## src/rtl/memory_reader.sv

```systemverilog
// Block-read DMA from a registered-address single-port RAM onto a valid/ready byte stream.
// Define MEMORY_READER_CHECKSUM_EN to enable the running byte sum on CHECKSUM.
module memory_reader #(
    parameter int unsigned ADDR_WIDTH = 11,
    parameter int unsigned DATA_WIDTH = 8
) (
    input  logic                  CLK,
    input  logic                  RESET,
    input  logic                  START,
    input  logic [ADDR_WIDTH-1:0] BASE_ADDR,
    input  logic [ADDR_WIDTH:0]   LENGTH,
    output logic                  BUSY,
    output logic                  DONE,
    output logic                  MEM_EN,
    output logic [ADDR_WIDTH-1:0] MEM_ADDRESS,
    output logic                  MEM_WE,
    output logic [DATA_WIDTH-1:0] MEM_DI,
    input  logic [DATA_WIDTH-1:0] MEM_DO,
    output logic [DATA_WIDTH-1:0] OUT_DATA,
    output logic                  OUT_VALID,
    input  logic                  OUT_READY,
    output logic [DATA_WIDTH-1:0] CHECKSUM
);
    typedef enum logic [1:0] {IDLE, READ, FLUSH} state_t;

    localparam logic [ADDR_WIDTH-1:0] ADDR_ONE = 1;
    localparam logic [ADDR_WIDTH:0]   CNT_ONE  = 1;

    state_t                state_q, state_d;
    logic [ADDR_WIDTH-1:0] addr_q, addr_d;
    logic [ADDR_WIDTH:0]   issue_q, issue_d;
    logic [ADDR_WIDTH:0]   deliver_q, deliver_d;
    logic                  inflight_q;
    logic [DATA_WIDTH-1:0] buf_q [2];
    logic [1:0]            count_q, count_d;
    logic                  rd_ptr_q;
    logic                  wr_idx;
    logic                  done_q, done_d;
    logic                  start_ok, issue, accept;

    assign MEM_WE = 1'b0;
    assign MEM_DI = '0;

    // State register
    always_ff @(posedge CLK or posedge RESET) begin
        if (RESET) begin
            state_q <= IDLE;
        end else begin
            state_q <= state_d;
        end
    end

    // Next-state logic
    always_comb begin
        state_d = state_q;
        done_d  = 1'b0;
        unique case (state_q)
            IDLE: begin
                if (START) state_d = (LENGTH == '0) ? FLUSH : READ;
            end
            READ: begin
                if (issue && (issue_q == CNT_ONE)) state_d = FLUSH;
            end
            FLUSH: begin
                if (deliver_d == '0) begin
                    state_d = IDLE;
                    done_d  = 1'b1;
                end
            end
            default: state_d = IDLE;
        endcase
    end

    // FSM outputs
    always_comb begin
        BUSY        = (state_q != IDLE);
        DONE        = done_q;
        MEM_EN      = issue;
        MEM_ADDRESS = addr_q;
    end

    // Stream side and issue gating; count_d is the occupancy left after this cycle's
    // capture and acceptance, so a byte leaving the buffer frees a slot immediately.
    always_comb begin
        start_ok  = (state_q == IDLE) && START;
        OUT_VALID = (count_q != 2'd0);
        OUT_DATA  = buf_q[rd_ptr_q];
        accept    = OUT_VALID && OUT_READY;
        count_d   = count_q + 2'(inflight_q) - 2'(accept);
        issue     = (state_q == READ) && (issue_q != '0) && (count_d < 2'd2);
        wr_idx    = rd_ptr_q ^ count_q[0];
    end

    always_comb begin
        addr_d    = addr_q;
        issue_d   = issue_q;
        deliver_d = deliver_q;
        if (start_ok) begin
            addr_d    = BASE_ADDR;
            issue_d   = LENGTH;
            deliver_d = LENGTH;
        end else begin
            if (issue) begin
                addr_d  = addr_q + ADDR_ONE;
                issue_d = issue_q - CNT_ONE;
            end
            if (accept) deliver_d = deliver_q - CNT_ONE;
        end
    end

    always_ff @(posedge CLK or posedge RESET) begin
        if (RESET) begin
            addr_q     <= '0;
            issue_q    <= '0;
            deliver_q  <= '0;
            inflight_q <= 1'b0;
            count_q    <= '0;
            rd_ptr_q   <= 1'b0;
            done_q     <= 1'b0;
            buf_q[0]   <= '0;
            buf_q[1]   <= '0;
        end else begin
            addr_q     <= addr_d;
            issue_q    <= issue_d;
            deliver_q  <= deliver_d;
            inflight_q <= issue;
            count_q    <= count_d;
            done_q     <= done_d;
            if (accept) rd_ptr_q <= ~rd_ptr_q;
            // RAM output follows the address registered on the issue edge
            if (inflight_q) buf_q[wr_idx] <= MEM_DO;
        end
    end

`ifdef MEMORY_READER_CHECKSUM_EN
    logic [DATA_WIDTH-1:0] sum_q;

    always_ff @(posedge CLK or posedge RESET) begin
        if (RESET) begin
            sum_q <= '0;
        end else if (start_ok) begin
            sum_q <= '0;
        end else if (accept) begin
            sum_q <= sum_q + OUT_DATA;
        end
    end

    assign CHECKSUM = sum_q;
`else
    assign CHECKSUM = '0;
`endif

endmodule
```

## config.mk

```make
export PLATFORM = sky130hd
export DESIGN_NAME = memory_reader
export DESIGN_NICKNAME = d
export VERILOG_FILES = /design/src/rtl/memory_reader.sv
export SDC_FILE = /design/constraint.sdc
export NUM_CORES = 1
export LEC_CHECK = 0
export BUFFER_PORTS_ARGS = -buffer_cell sky130_fd_sc_hd__buf_2
export CAP_MARGIN = 20
export CELL_PAD_IN_SITES_DETAIL_PLACEMENT = 0
export CELL_PAD_IN_SITES_GLOBAL_PLACEMENT = 2
export CORE_MARGIN = 5
export CORE_UTILIZATION = 34
export CTS_CLUSTER_DIAMETER = 100
export DETAILED_ROUTE_END_ITERATION = 7
export PLACE_DENSITY = 0.85
export SLEW_MARGIN = 20
export SYNTH_ARGS = -nofsm -noshare
export SYNTH_HDL_FRONTEND = slang
export SYNTH_SLANG_ARGS = --single-unit
```

## constraint.sdc

```tcl
create_clock -name CLK -period 3.7 [get_ports CLK]
set_input_delay 0 -clock CLK [delete_from_list [all_inputs] [get_ports CLK]]
set_output_delay 0 -clock CLK [all_outputs]
set_load 0.02 [all_outputs]
```

== After elaboration in Yosys (flattened, before gate mapping) ==
Cells that the tools add are included.
W data, S select, Z words.

* Logic and storage cells: 62
* Output and inout port bits: 40
* Input bits: 35
* Bits in registers: 58

* Bitwise logic cells: 4
* Mux-type cells: 19
* Reductions and logical operators: 14
* Add/sub/neg operators: 5
* Magnitude comparators: 4
* Equality and inequality tests: 6

{| class="wikitable"
|+ Operators with widths
! cell !! count
|-
| $mux W12 || 4
|-
| $mux W8 || 4
|-
| $logic_not A12 Y1 || 2
|-
| $sub A12 B1 Y12 const B || 2
|-
| $mux W11 || 2
|-
| $bwmux W16 || 1
|-
| $eq A12 B1 Y1 const B || 1
|-
| $reduce_bool A12 Y1 || 1
|-
| $add A11 B1 Y11 const B || 1
|-
| $demux W8 S1 || 1
|-
| $mux W2 || 4
|-
| $logic_and A1 B1 Y1 || 6
|-
| $ne A2 B2 Y1 const B || 3
|-
| $pmux W2 S3 || 1
|-
| $reduce_bool A2 Y1 || 3
|-
| $ge A2 B2 Y1 const B || 2
|-
| $not A1 Y2 || 2
|-
| $reduce_and A3 Y1 || 1
|-
| $add A2 B1 Y2 || 1
|-
| $eq A2 B1 Y1 const B || 1
|-
| $eq A2 B2 Y1 const B || 1
|-
| $logic_not A2 Y1 || 1
|-
| $lt A2 B1 Y1 const B || 1
|-
| $lt A2 B2 Y1 const B || 1
|-
| other kinds (4) || 5
|}

== Depth between registers and ports, before layout ==
Gate-level depths: netlist (run 1).

* Depth after elaboration: 8
* Depth in mapped cells: 13
* Depth with buffers taken out: 12

== Worst setup path after synthesis (run 1) ==
No wires, ideal clock.

* Kind: register to register
* Start point: register count_q[0]
* End point: register issue_q[8]
* Buffers on the path: 0
* Slack: 0.659 ns
* Stages on the path, launching flop included: 13
* Arrival time: 2.896 ns
* Setup time: 0.145 ns
* Clock period less this slack: 3.041 ns
* Path through: dfrtp_1 o21ai_1 inv_1 ha_1 inv_1 ha_1 xor3_1 or3_1 a21o_1 inv_2 nand2_1 o311ai_0 o211ai_1

* Word-level cells in the longest chain between the ends: 6

{| class="wikitable"
|+ Ends and longest elaborated chain
! what !! RTL line !! source
|-
| from (decl) || 35 || <nowiki>logic [1:0] count_q, count_d;</nowiki>
|-
| from (signal assigned) || 127 || <nowiki>count_q <= count_d;</nowiki>
|-
| $reduce_bool A2 Y1 || 86 || <nowiki>OUT_VALID = (count_q != 2'd0);</nowiki>
|-
| $logic_and A1 B1 Y1 || 88 || <nowiki>accept = OUT_VALID && OUT_READY;</nowiki>
|-
| net accept || 39 || <nowiki>logic start_ok, issue, accept;</nowiki>
|-
| $sub A2 B1 Y2 || 89 || <nowiki>count_d = count_q + 2'(inflight_q) - 2'(accept);</nowiki>
|-
| net count_d[1] || 35 ||
|-
| $lt A2 B2 Y1 || 90 || <nowiki>issue = (state_q == READ) && (issue_q != '0) && (count_d < 2'd2);</nowiki>
|-
| $logic_and A1 B1 Y1 || 90 ||
|-
| net MEM_EN || 14 || <nowiki>output logic MEM_EN,</nowiki>
|-
| $reduce_bool A2 Y1 (no line) || - ||
|-
| to (signal assigned) || 124 || <nowiki>issue_q <= issue_d;</nowiki>
|-
| to (decl) || 31 || <nowiki>logic [ADDR_WIDTH:0] issue_q, issue_d;</nowiki>
|}

The timed path passes the listed nets, and every way through them passes these cells.
A chain may end at the register's enable or synchronous reset.

== Worst setup path in the final report (run 1) ==
* Start point: register count_q[0]
* End point: register addr_q[6] (netlist: MEM_ADDRESS[6])

* Word-level cells in the longest chain between the ends: 6

{| class="wikitable"
|+ Ends and longest elaborated chain
! what !! RTL line !! source
|-
| $reduce_bool A2 Y1 || 86 ||
|-
| $logic_and A1 B1 Y1 || 88 ||
|-
| net accept || 39 ||
|-
| $sub A2 B1 Y2 || 89 ||
|-
| net count_d[1] || 35 ||
|-
| $lt A2 B2 Y1 || 90 ||
|-
| $logic_and A1 B1 Y1 || 90 ||
|-
| $reduce_bool A2 Y1 (no line) || - ||
|-
| to (signal assigned) || 123 || <nowiki>addr_q <= addr_d;</nowiki>
|-
| to (decl) || 30 || <nowiki>logic [ADDR_WIDTH-1:0] addr_q, addr_d;</nowiki>
|}

The timed path passes the listed nets, and every way through them passes these cells.

==> results of run 1 <==
==> registers in the layout (all words and copies together) (netlist names) <==
name and count:
count_q 2, MEM_ADDRESS 11, issue_q 12, inflight_q 1, deliver_q 12, rd_ptr_q 1
state_q 2, DONE 1, buf_q 16
==> logic make-up after synthesis <==
group | count (synthesis) | synth area share [%]
other cells | 1 | 0.114
fa+ha+maj | 6 | 2.29
flops | 58 | 44.2
buf+inv | 42 | 7.36
mux | 24 | 8.23
xor+xnor | 10 | 3.13
compound gates | 73 | 16.5
simple gates | 109 | 18.1
==> final cells by class <==
class	count	area [sq um]
sequential	58	1450
clock inverter	5	77.6
multi-input combinational	239	1660
inverter	13	48.8
timing repair buffer	91	616
clock buffer	11	141
fill	908	5180
tap	129	161
==> where the power goes <==
| group | switching (uW) | internal, uW | leakage, uW |
|---|---|---|---|
| registers | 266 | 927 | 0.000705 |
| clock network | 263 | 396 | 0.000109 |
| logic | 1070 | 808 | 0.00100 |
| total | 1600 | 2130 | 0.00182 |
==> cell usage after synthesis, types with 2 or more instances <==
master / n / area [sq um]
o31ai_1: 2 / 15.0
clkbuf_1: 5 / 18.8
buf_4: 19 / 143
nor2_1: 24 / 90.1
a221o_1: 10 / 100
or4_1: 3 / 22.5
or4_2: 2 / 17.5
mux2_2: 24 / 270
buf_2: 4 / 20.0
nor3_1: 6 / 30.0
nand2_1: 24 / 90.1
or2_2: 6 / 37.5
dfrtp_1: 58 / 1450
o311ai_0: 7 / 61.3
xor2_1: 3 / 26.3
o211ai_1: 10 / 75.1
ha_1: 6 / 75.1
and3_1: 6 / 37.5
o21ai_0: 20 / 100
a31oi_1: 5 / 31.3
or3_1: 4 / 25.0
or3_4: 2 / 22.5
xnor2_1: 6 / 52.6
nand4_1: 2 / 12.5
nand3_1: 7 / 35.0
nor4_1: 6 / 37.5
inv_1: 12 / 45.0
a21oi_1: 8 / 40.0
nor3b_1: 9 / 67.6
==> repair_timing <==
action,CTS,global route
setup endpoints to repair,0,0
hold endpoints to repair,80,0
resized for setup,0,0
hold buffers,30,0
==> per-layer routing <==
metal	GRT usage [%]	vias up	wire length [microns]
li1	-	1341	-
met1	22.1	1357	4170
met2	23.8	69	3800
met3	2.63	4	392
met4	3.79	0	36
met5	0	-	0
==> metrics by stage <==
| step | worst slack, ps | util, % | total power (uW) |
|---|---|---|---|
| 6_report | 531 | 44.5 | 3730 |
| 3_3_place_gp | 637 | 38.9 | 3020 |
| 3_5_place_dp | 537 | 38.9 | 3050 |
| 2_1_floorplan | 659 | - | 2570 |
| 4_1_cts | 519 | 44.5 | 3760 |
| 5_1_grt | 227 | 44.5 | 4060 |
==> critical path: stages (launching register included) <==
cell	delay, ps
dfrtp_1	440
o21ai_1	190
inv_1	140
ha_1	300
inv_1	60
ha_1	140
xor3_1	280
or3_1	400
a21o_1	230
buf_4	230
nand2_1	230
o21ai_0	140
a221o_1	300
==> worst min-delay path by stage <==
stage	to	slack, ps	depth (start not counted)
after floorplan	deliver_q[3]	120	2
after global placement	MEM_ADDRESS[9]	210	2
after detailed placement	issue_q[8]	200	2
after CTS	deliver_q[9]	7	3
after global routing	deliver_q[9]	8	3
final	deliver_q[9]	20	3
==> results.cfg, run 1 <==
[clock_tree]
clk_pin_slew_ps = 80
clock_latency_ps = 330
postCtsSetupRepairBufs = 0
cts_root_buf = clkbuf_8
cts_tree = yes
cts_sinks = 58
clockBufferDepth = 2
numCtsBuffers = 9
cts_max_level = 3

[place]
dp_hpwl_mm = 6.09
numPortBuffers = 57
placed_area_sq_um = 3630
routabilityCongestion = 0.783
placed_cells = 500

[timing]
clock.fmax_mhz = 316
worst_pin_slew_ps = 779
slew_headroom_pct = 48.0
hold_slack_ps = 16.2
rsz0062_at_grt = no
min_period_ps = 3170
skew_ps = 13.6
finalCritPeriodShare_pct = 85.7
hold_violations = 0
tns_ps = 0
final-setup-viol-count = 0
slew_viol_final = 0

[worst_setup_path]
worstSetupPathType = reg -> reg
startpoint = count_q[0]
cp.arrival_ps = 3390
crit_path_start_kind = register
worst_setup_path_end_kind = register
cp.required_ps = 3920
r2r.worst_path.cells = 12
r2r_end = MEM_ADDRESS[6]
crit_fanout = 25
r2r_setup_slack_ps = 530
endpoint = MEM_ADDRESS[6]
reg2reg_from = count_q[0]

[finish]
antenna_cells = 0
mostFrequentLayoutCells = dfrtp_1, buf_2, dlygate4sd3_1
drive_gt1_share_pct = 28.3
syn_to_final_growth_pct = 26.5
final_common_cell = dfrtp_1
layout.cells.non_filler = 546
fin_area_sq_um = 4150
nets = 453

[grt]
grt_max_degree = 37
grt_pass1_wl_mm = 14.2
grt-ovfl-total = 0
grt_pass1_vias = 2730
grtUsageTotal_pct = 15.3
antenna_found_initial = 0

[routing]
dr.pass1.iters = 4
drc = 0
drt_wl_total_mm = 8.40
viasPerCell = 5.08
first_iter_violations = 140
wl_per_cell_microns = 15.4
ant_nets = 0
routed-via-count = 2771

[floorplanning]
start_util_pct = 35.2
die_area_sq_um = 11700
die_h_microns = 108
core_area_sq_um = 9330
num_rows = 35
die_w_microns = 108
io_pins = 75

[synthesis]
async_flop_share_pct = 100
syn_area_sq_um = 3280
syn_inst = 323
ys.flop_type = dfrtp_1
synth-edff-count = 0
syn_area_per_cell_sq_um = 10.2
seq_area_frac_synth_pct = 44.2
yosysWarnings = 0
synth_cell_types = 52
ys_seq_elements = 58

[job]
drv_cap = 0

[power_and_ir_drop]
p_leak_uw = 0.00182
ir_drop_v = 0.000472
cellPowerDensity_nw_per_um2 = 899

[hold_path]
hp-class = in -> reg
hold_path.startpoint = LENGTH[9]

[outcome]
outcome = completed
Note: power is estimated with default switching activity, not from simulation.
==> inputs of run 2 (changes only) <==
--- a/config.mk
+++ b/config.mk
@@ -15,3 +15,3 @@
 export DETAILED_ROUTE_END_ITERATION = 7
-export PLACE_DENSITY = 0.85
+export PLACE_DENSITY = 0.8
 export SLEW_MARGIN = 20
--- a/constraint.sdc
+++ b/constraint.sdc
@@ -3,2 +3,2 @@
 set_output_delay 0 -clock CLK [all_outputs]
-set_load 0.02 [all_outputs]
+set_load 0.1 [all_outputs]
==> results.cfg, run 2 (same netlist as run 1, synthesis figures left out) <==
[finish]
seq_area_sq_um = 1450
reg.largest.list = buf_q (16), deliver_q (12), issue_q (12)
final_util_pct = 44.9
antenna_cells = 0
final_common_cell = dfrtp_1
syn_to_final_growth_pct = 27.8
largest_register = buf_q
mostFrequentLayoutCells = dfrtp_1, buf_2, dlygate4sd3_1
drive_gt1_share_pct = 28.7
largest_reg_flops = 16
nFillCells = 910
nets = 457
multi_input_comb_area_sq_um = 1660

[timing]
final-setup-viol-count = 0
rsz0062_at_grt = no
tns_ps = 0
skew_ps = 8.44
worst_pin_slew_ps = 681
slew_headroom_pct = 54.4
min_period_ps = 3210
finalCritPeriodShare_pct = 86.6
hold_violations = 0
slew_viol_final = 0
clock.fmax_mhz = 312

[clock_tree]
cts_sinks = 58
cts_max_level = 3
clk_pin_slew_ps = 70
postCtsSetupRepairBufs = 0
numCtsBuffers = 9
ctsHoldBuffers = 32
cts_root_buf = clkbuf_8
ctsResizeCount = 0
clock_latency_ps = 340
clockBufferDepth = 2
cts_tree = yes

[routing]
viasPerCell = 5.08
dr.pass1.iters = 4
routed-via-count = 2796
drt_wl_total_mm = 8.55
ant_nets = 0
drc = 0
wl_per_cell_microns = 15.6
first_iter_violations = 138

[worst_setup_path]
slowest_delay_ps = 450
worst_setup_path_end_kind = output pin
crit_path_start_kind = register
cp_cell_sequence = o21ai_1 -> inv_1 -> ha_1 -> inv_1 -> ha_1 -> xor3_1 -> or3_1 -> a21o_1 -> inv_2 -> buf_2
startpoint = count_q[0]
cp_slowest_cell = buf_2
r2r_end = issue_q[8]
endpoint = MEM_EN
r2r.worst_path.cells = 12
worstSetupPathType = reg -> out
crit_fanout = 14
cp.required_ps = 3700
reg2reg_from = count_q[0]
r2r_setup_slack_ps = 510
cp.arrival_ps = 3210

[grt]
grt_pass1_vias = 2885
grt-ovfl-total = 0
grt_max_degree = 32
grt_pass1_wl_mm = 14.1
antenna_found_initial = 0
grtUsageTotal_pct = 15.3

[floorplanning]
core_area_sq_um = 9330
die_h_microns = 108
die_w_microns = 108
start_util_pct = 35.2
num_rows = 35
die_area_sq_um = 11700
io_pins = 75

[hold_path]
hp-class = in -> reg
hold_depth = 4

[job]
drv_cap = 0

[place]
dp_hpwl_mm = 6.13
routabilityCongestion = 0.820
numPortBuffers = 57

[outcome]
outcome = completed
==> run 2: per-stage QoR <==
stage	area, sq um	std cells	hold slack, ps	worst slack, ps
after detailed placement	3650	502	143	533
after global placement	3650	502	126	693
after floorplan	3340	339	117	336
after CTS	4190	550	91.4	472
final	4190	550	130	494
after global routing	4190	550	126	180
==> run 2: cell type report <==
type | count | area share, %
timing repair buffer | 95 | 15.5
clock inverter | 7 | 2.42
inverter | 13 | 1.16
sequential | 58 | 34.6
tap | 129 | 3.85
clock buffer | 9 | 2.95
multi-input combinational | 239 | 39.5
==> run 2: how the worst min path moves through the flow <==
stage               slack [ps]            to  startpoint
floorplan                  120  deliver_q[3]   LENGTH[3]
global placement           130      buf_q[9]       RESET
detailed placement         140      buf_q[1]       RESET
CTS                         90    state_q[1]       START
global route               130    state_q[1]       START
finish                     130    state_q[1]       START
==> run 2: layer usage <==
layer	up-vias	track usage, %	routed length, microns
met5	-	0	0
met4	0	5.95	81
met3	6	3.64	457
met2	68	24.7	4070
met1	1365	19.8	3940
li1	1357	-	-
==> run 2: worst max-delay path: cells and delay by family, from the launching register on <==
kind | cells | cell delay (ps)
AND/OR/NAND/NOR | 1 | 400
flip-flops | 1 | 440
buffers and inverters | 4 | 820
XOR/XNOR | 1 | 250
adder cells (fa/ha/maj) | 2 | 430
AO/OA/AOI/OAI | 2 | 520
Power of run 2 is left out: the tool's default activity adds up to more than one toggle a clock period on the data nets, which glitch-free logic cannot reach.
